### config.mk
export PLATFORM = sky130hd
export DESIGN_NAME = dmem_arbiter
export DESIGN_NICKNAME = d
export VERILOG_FILES = /design/src/rtl/dmem_arbiter.sv
export SDC_FILE = /design/constraint.sdc
export NUM_CORES = 1
export LEC_CHECK = 0
export ABC_AREA = 1
export BUFFER_PORTS_ARGS = -buffer_cell sky130_fd_sc_hd__buf_2
export CAP_MARGIN = 15
export CORE_ASPECT_RATIO = 1.25
export CORE_MARGIN = 2
export CORE_UTILIZATION = 41
export DETAILED_ROUTE_END_ITERATION = 10
export PLACE_DENSITY = 0.76
export SETUP_SLACK_MARGIN = 0.2
export SYNTH_ARGS = -nofsm -noshare
export SYNTH_HDL_FRONTEND = slang
export SYNTH_SLANG_ARGS = --single-unit
export TNS_END_PERCENT = 30
### constraint.sdc
create_clock -name clock -period 4.1 [get_ports clock]
set_clock_uncertainty 0.15 [all_clocks]
set_input_delay 0.82 -clock clock [delete_from_list [all_inputs] [get_ports clock]]
set_output_delay 0.82 -clock clock [all_outputs]
set_load 0.01 [all_outputs]
### src/rtl/dmem_arbiter.sv
// Round-robin arbiter and sequencer for two masters sharing one data memory port.
// One transaction at a time; misaligned or timed-out accesses complete with an error ack.
module dmem_arbiter #(
    parameter int ADDR_W  = 10,
    parameter int DATA_W  = 32,
    parameter int TIMEOUT = 16
) (
    input  logic              clock,
    input  logic              reset,
    input  logic              r0_req,
    input  logic              r0_we,
    input  logic [ADDR_W-1:0] r0_addr,
    input  logic [DATA_W-1:0] r0_wdata,
    output logic              r0_ack,
    output logic              r0_err,
    output logic [DATA_W-1:0] r0_rdata,
    input  logic              r1_req,
    input  logic              r1_we,
    input  logic [ADDR_W-1:0] r1_addr,
    input  logic [DATA_W-1:0] r1_wdata,
    output logic              r1_ack,
    output logic              r1_err,
    output logic [DATA_W-1:0] r1_rdata,
    output logic              mem_read,
    output logic              mem_write,
    output logic [ADDR_W-1:0] mem_addr,
    output logic [DATA_W-1:0] mem_wdata,
    input  logic [DATA_W-1:0] mem_rdata,
    input  logic              mem_done_r,
    input  logic              mem_done_w,
    output logic              busy,
    output logic              owner
);
    localparam int CNT_W = $clog2(TIMEOUT + 1);

    typedef enum logic [1:0] {IDLE, WAIT, RESP} state_t;

    state_t            state;
    logic              rr_ptr;
    logic              we_q;
    logic [CNT_W-1:0]  cnt;

    logic              any_req;
    logic              winner;
    logic              sel_we;
    logic [ADDR_W-1:0] sel_addr;
    logic [DATA_W-1:0] sel_wdata;
    logic              done_hit;
    logic              resp_go;
    logic              resp_err;
    logic              resp_who;
    logic [DATA_W-1:0] resp_data;

    assign any_req   = r0_req | r1_req;
    assign winner    = (r0_req & r1_req) ? rr_ptr : r1_req;
    assign sel_we    = winner ? r1_we : r0_we;
    assign sel_addr  = winner ? r1_addr : r0_addr;
    assign sel_wdata = winner ? r1_wdata : r0_wdata;
    assign done_hit  = we_q ? mem_done_w : mem_done_r;
    assign busy      = (state != IDLE);

    // Next response, registered into the owner's ack/err/rdata below
    always_comb begin
        resp_go   = 1'b0;
        resp_err  = 1'b0;
        resp_who  = owner;
        resp_data = '0;
        unique case (state)
            IDLE: begin
                if (any_req && sel_addr[1:0] != 2'b00) begin
                    resp_go  = 1'b1;
                    resp_err = 1'b1;
                    resp_who = winner;
                end
            end
            WAIT: begin
                if (done_hit) begin
                    resp_go   = 1'b1;
                    resp_data = we_q ? '0 : mem_rdata;
                end else if (cnt == CNT_W'(TIMEOUT - 1)) begin
                    resp_go  = 1'b1;
                    resp_err = 1'b1;
                end
            end
            default: ;
        endcase
    end

    always_ff @(posedge clock or posedge reset) begin
        if (reset) begin
            state     <= IDLE;
            rr_ptr    <= 1'b0;
            we_q      <= 1'b0;
            cnt       <= '0;
            owner     <= 1'b0;
            mem_read  <= 1'b0;
            mem_write <= 1'b0;
            mem_addr  <= '0;
            mem_wdata <= '0;
            r0_ack    <= 1'b0;
            r0_err    <= 1'b0;
            r0_rdata  <= '0;
            r1_ack    <= 1'b0;
            r1_err    <= 1'b0;
            r1_rdata  <= '0;
        end else begin
            r0_ack   <= resp_go & ~resp_who;
            r0_err   <= resp_go & ~resp_who & resp_err;
            r0_rdata <= (resp_go && !resp_who) ? resp_data : '0;
            r1_ack   <= resp_go & resp_who;
            r1_err   <= resp_go & resp_who & resp_err;
            r1_rdata <= (resp_go && resp_who) ? resp_data : '0;
            unique case (state)
                IDLE: begin
                    if (any_req) begin
                        owner     <= winner;
                        we_q      <= sel_we;
                        mem_addr  <= sel_addr;
                        mem_wdata <= sel_wdata;
                        rr_ptr    <= ~winner;
                        cnt       <= '0;
                        if (sel_addr[1:0] != 2'b00) begin
                            state <= RESP;
                        end else begin
                            state     <= WAIT;
                            mem_read  <= ~sel_we;
                            mem_write <= sel_we;
                        end
                    end
                end
                WAIT: begin
                    if (resp_go) begin
                        mem_read  <= 1'b0;
                        mem_write <= 1'b0;
                        state     <= RESP;
                    end else begin
                        cnt <= cnt + 1'b1;
                    end
                end
                RESP: state <= IDLE;
                default: state <= IDLE;
            endcase
        end
    end
endmodule

==> impl_metrics.json <==
{
  "insertion_delay_ps": 400,
  "cts_repair_resize_count": 0,
  "total_setup_buffers_inserted_after_cts": 0,
  "ys_top_cells_by_area": "sky130_fd_sc_hd__dfrtp_1 (63%), sky130_fd_sc_hd__nand3_1 (16%), sky130_fd_sc_hd__nor2_1 (5.6%)",
  "final_net_count": 852,
  "core_area_mm2": 0.0116,
  "multi_input_comb_area_mm2": 0.00154,
  "final-setup-viol-count": 0,
  "grt_pass1_wl_um": 20600,
  "clkTransAtPathRegs_ps": 60,
  "tritoncts_clock_tree": "built",
  "tns_ps": 0,
  "post_cts_hold_buffer_count": 0,
  "die-height_um": 125,
  "flow.area_growth_from_synthesis_pct": 37.8,
  "crit_path_end_kind": "register",
  "max-cap-violations": 0,
  "ys.warnings.count": 0,
  "dpl.hpwl_um": 8980,
  "largest_area_contributor_in_the_netlist": "sky130_fd_sc_hd__dfrtp_1",
  "initial_core_util_pct": 41.6,
  "finish.instance_area_mm2": 0.00663,
  "die-width_um": 101,
  "drc_errors": 0,
  "first_global_vias": 4301,
  "dr_total_vias": 4457,
  "start_kind": "register",
  "row_cnt": 44,
  "report.final.slew_viol_count": 0,
  "cts-buffers-inserted": 17,
  "dpl_cell_area_mm2": 0.00607,
  "max_freq_mhz": 352,
  "timing.max_slew.rel_slack_pct": 25.0,
  "worstPathMaxFanout": 45,
  "synth_cell_types": 24,
  "drt-total-wl_um": 12800,
  "synth-seq-cells": 122,
  "drt_pre_antenna_iters": 4,
  "area.sequential_mm2": 0.00305,
  "die-area_mm2": 0.0126,
  "final_period_minus_worst_setup_slack_ps": 2840,
  "yosysSeqAreaShare_pct": 63.4,
  "final.period_utilization_pct": 69.3,
  "total_power_w": 0.00449,
  "io_buffers": 237,
  "power_density_mw_per_mm2": 677,
  "clock_tree.root_cell": "sky130_fd_sc_hd__clkbuf_16",
  "deepest_level_of_the_cts_h_tree": 4,
  "ir_drop_mv": 0.438,
  "cp_data_required_time_ps": 4200,
  "routabilityCongestion": 0.873,
  "synthesis.area_mm2": 0.00481,
  "syn-instance-count": 500,
  "cts_sinks": 122,
  "max_slew.worst_pin.slew_ps": 1120,
  "boundaryPins": 238,
  "postRouteAntennaNets": 0,
  "timing.hold.ws_ps": 335,
  "critPathKind": "register to register",
  "syn_avg_cell_area_um2": 9.63,
  "most-common-layout-cells": "sky130_fd_sc_hd__buf_2 (237), sky130_fd_sc_hd__nand3_1 (157), sky130_fd_sc_hd__dfrtp_1 (122), sky130_fd_sc_hd__nor2_1 (71), sky130_fd_sc_hd__nand2_1 (69)",
  "layout.cells.non_filler": 877,
  "numPlacedInstances": 845,
  "nFillCells": 996,
  "worst_ep_arrival_time_ps": 2940,
  "grt_setup_unrepaired": "false",
  "ctsLongestPathBuffers": 2,
  "mappedNetlistNets": 626,
  "average_wire_per_cell_in_the_routed_design_um": 14.5,
  "grt_antenna_before_repair": 0,
  "share_of_post_route_cells_with_drive_strength_above_1_pct": 38.7,
  "grt_max_degree": 123,
  "outcome": "complete, no violations",
  "insertedDiodeCount": 0,
  "hold_violations": 0,
  "avgViaCountPerCell": 5.08,
  "leakage_nw": 3.60,
  "most_frequent_standard_cell_in_the_layout_excluding_fill_and_tap_cells": "sky130_fd_sc_hd__buf_2",
  "synth.top_cell.area_share_pct": 63.4,
  "gr-total-overflow": 0,
  "timing.hold.worst.class": "register to register",
  "grtUsageTotal_pct": 20.5,
  "drt_first_iter_violations": 201
}
per-layer routing:
| metal | up-vias | track usage (%) | part of all wire, % |
|---|---|---|---|
| met1 | 2087 | 25.2 | 41 |
| li1 | 2108 | - | - |
| met3 | 17 | 5.42 | 8.1 |
| met4 | 0 | 7.23 | 1.6 |
| met2 | 245 | 34.5 | 49 |
| met5 | - | 0 | 0 |
layout make-up:
type                       instances  share of cell area, %
multi-input combinational        327                   23.2
timing repair buffer             242                   18.6
sequential                       122                   46.0
clock inverter                    15                   2.11
inverter                          16                  0.962
clock buffer                      17                   6.42
tap                              138                   2.60
flip-flops by register name, indices dropped and copies added (netlist names):
name	flops
r0_ack	1
rr_ptr	1
state	2
r1_ack	1
mem_write	1
mem_read	1
we_q	1
cnt	5
r1_rdata	32
r1_err	1
r0_rdata	32
mem_addr	10
r0_err	1
owner	1
mem_wdata	32
path summary, 6_finish.rpt:
| check | end | from | cells past startpoint | slack [ps] |
|---|---|---|---|---|
| worst min-delay path | cnt[4] | cnt[4] | 2 | 330 |
| min in group asynchronous | mem_wdata[2] | reset | 3 | 460 |
| worst max-delay path | r1_rdata[30] | state[1] | 9 | 1260 |
| max in group asynchronous | mem_write | reset | 3 | 2880 |
| worst min register to register | cnt[4] | cnt[4] | 2 | 330 |
| worst max register to register | r1_rdata[30] | state[1] | 9 | 1260 |
metrics by stage:
stage	utilization, %	setup WS, ps
detailed placement	52.5	1240
floorplan	-	1630
finish	57.4	1260
global route	57.4	1010
CTS	57.4	1260
global placement	52.5	1330
worst max-delay path, cell delays in order (launching register included):
cell and delay, ps:
sky130_fd_sc_hd__dfrtp_1 430, sky130_fd_sc_hd__nor2_4 110, sky130_fd_sc_hd__buf_4 380, sky130_fd_sc_hd__inv_2 140, sky130_fd_sc_hd__nor2_8 510, sky130_fd_sc_hd__nand2_4 130
sky130_fd_sc_hd__nand2_1 120, sky130_fd_sc_hd__o21ai_1 80, sky130_fd_sc_hd__nand2_2 520, sky130_fd_sc_hd__nor2_1 100
kinds of logic (layout without fill, tap and decap cells):
| group | Yosys count | count (layout) | synth area share (%) |
|---|---|---|---|
| AO/OA/AOI/OAI | 16 | 16 | 1.98 |
| XOR/XNOR | 1 | 1 | 0.182 |
| adder cells (fa/ha/maj) | 2 | 2 | 0.520 |
| buffers and inverters | 51 | 290 | 4.63 |
| flip-flops | 122 | 122 | 63.4 |
| multiplexers | 1 | 1 | 0.208 |
| AND/OR/NAND/NOR | 307 | 307 | 29.1 |
report_power, final:
| part | total [W] | internal (W) | switching, W |
|---|---|---|---|
| combinational | 0.00144 | 0.000479 | 0.000966 |
| clock | 0.00141 | 0.000844 | 0.000562 |
| sequential | 0.00164 | 0.00148 | 0.000161 |
synth_stat cells:
cell type and number:
sky130_fd_sc_hd__nor2_4 1, sky130_fd_sc_hd__mux2i_1 1, sky130_fd_sc_hd__buf_2 7, sky130_fd_sc_hd__a22oi_1 1
sky130_fd_sc_hd__xor2_1 1, sky130_fd_sc_hd__o21ai_0 8, sky130_fd_sc_hd__clkbuf_1 24, sky130_fd_sc_hd__nand2_2 3
sky130_fd_sc_hd__ha_1 2, sky130_fd_sc_hd__buf_6 3, sky130_fd_sc_hd__buf_1 1, sky130_fd_sc_hd__nor2_1 72
sky130_fd_sc_hd__nor2_8 1, sky130_fd_sc_hd__nand3_1 157, sky130_fd_sc_hd__o31ai_1 2, sky130_fd_sc_hd__inv_2 3
sky130_fd_sc_hd__nand2_4 1, sky130_fd_sc_hd__a21oi_1 1, sky130_fd_sc_hd__o21ai_1 3, sky130_fd_sc_hd__inv_1 13
sky130_fd_sc_hd__nand2_1 69, sky130_fd_sc_hd__nand3b_1 3, sky130_fd_sc_hd__dfrtp_1 122, sky130_fd_sc_hd__o211ai_2 1
No activity file was read; power rests on OpenSTA's default activity.
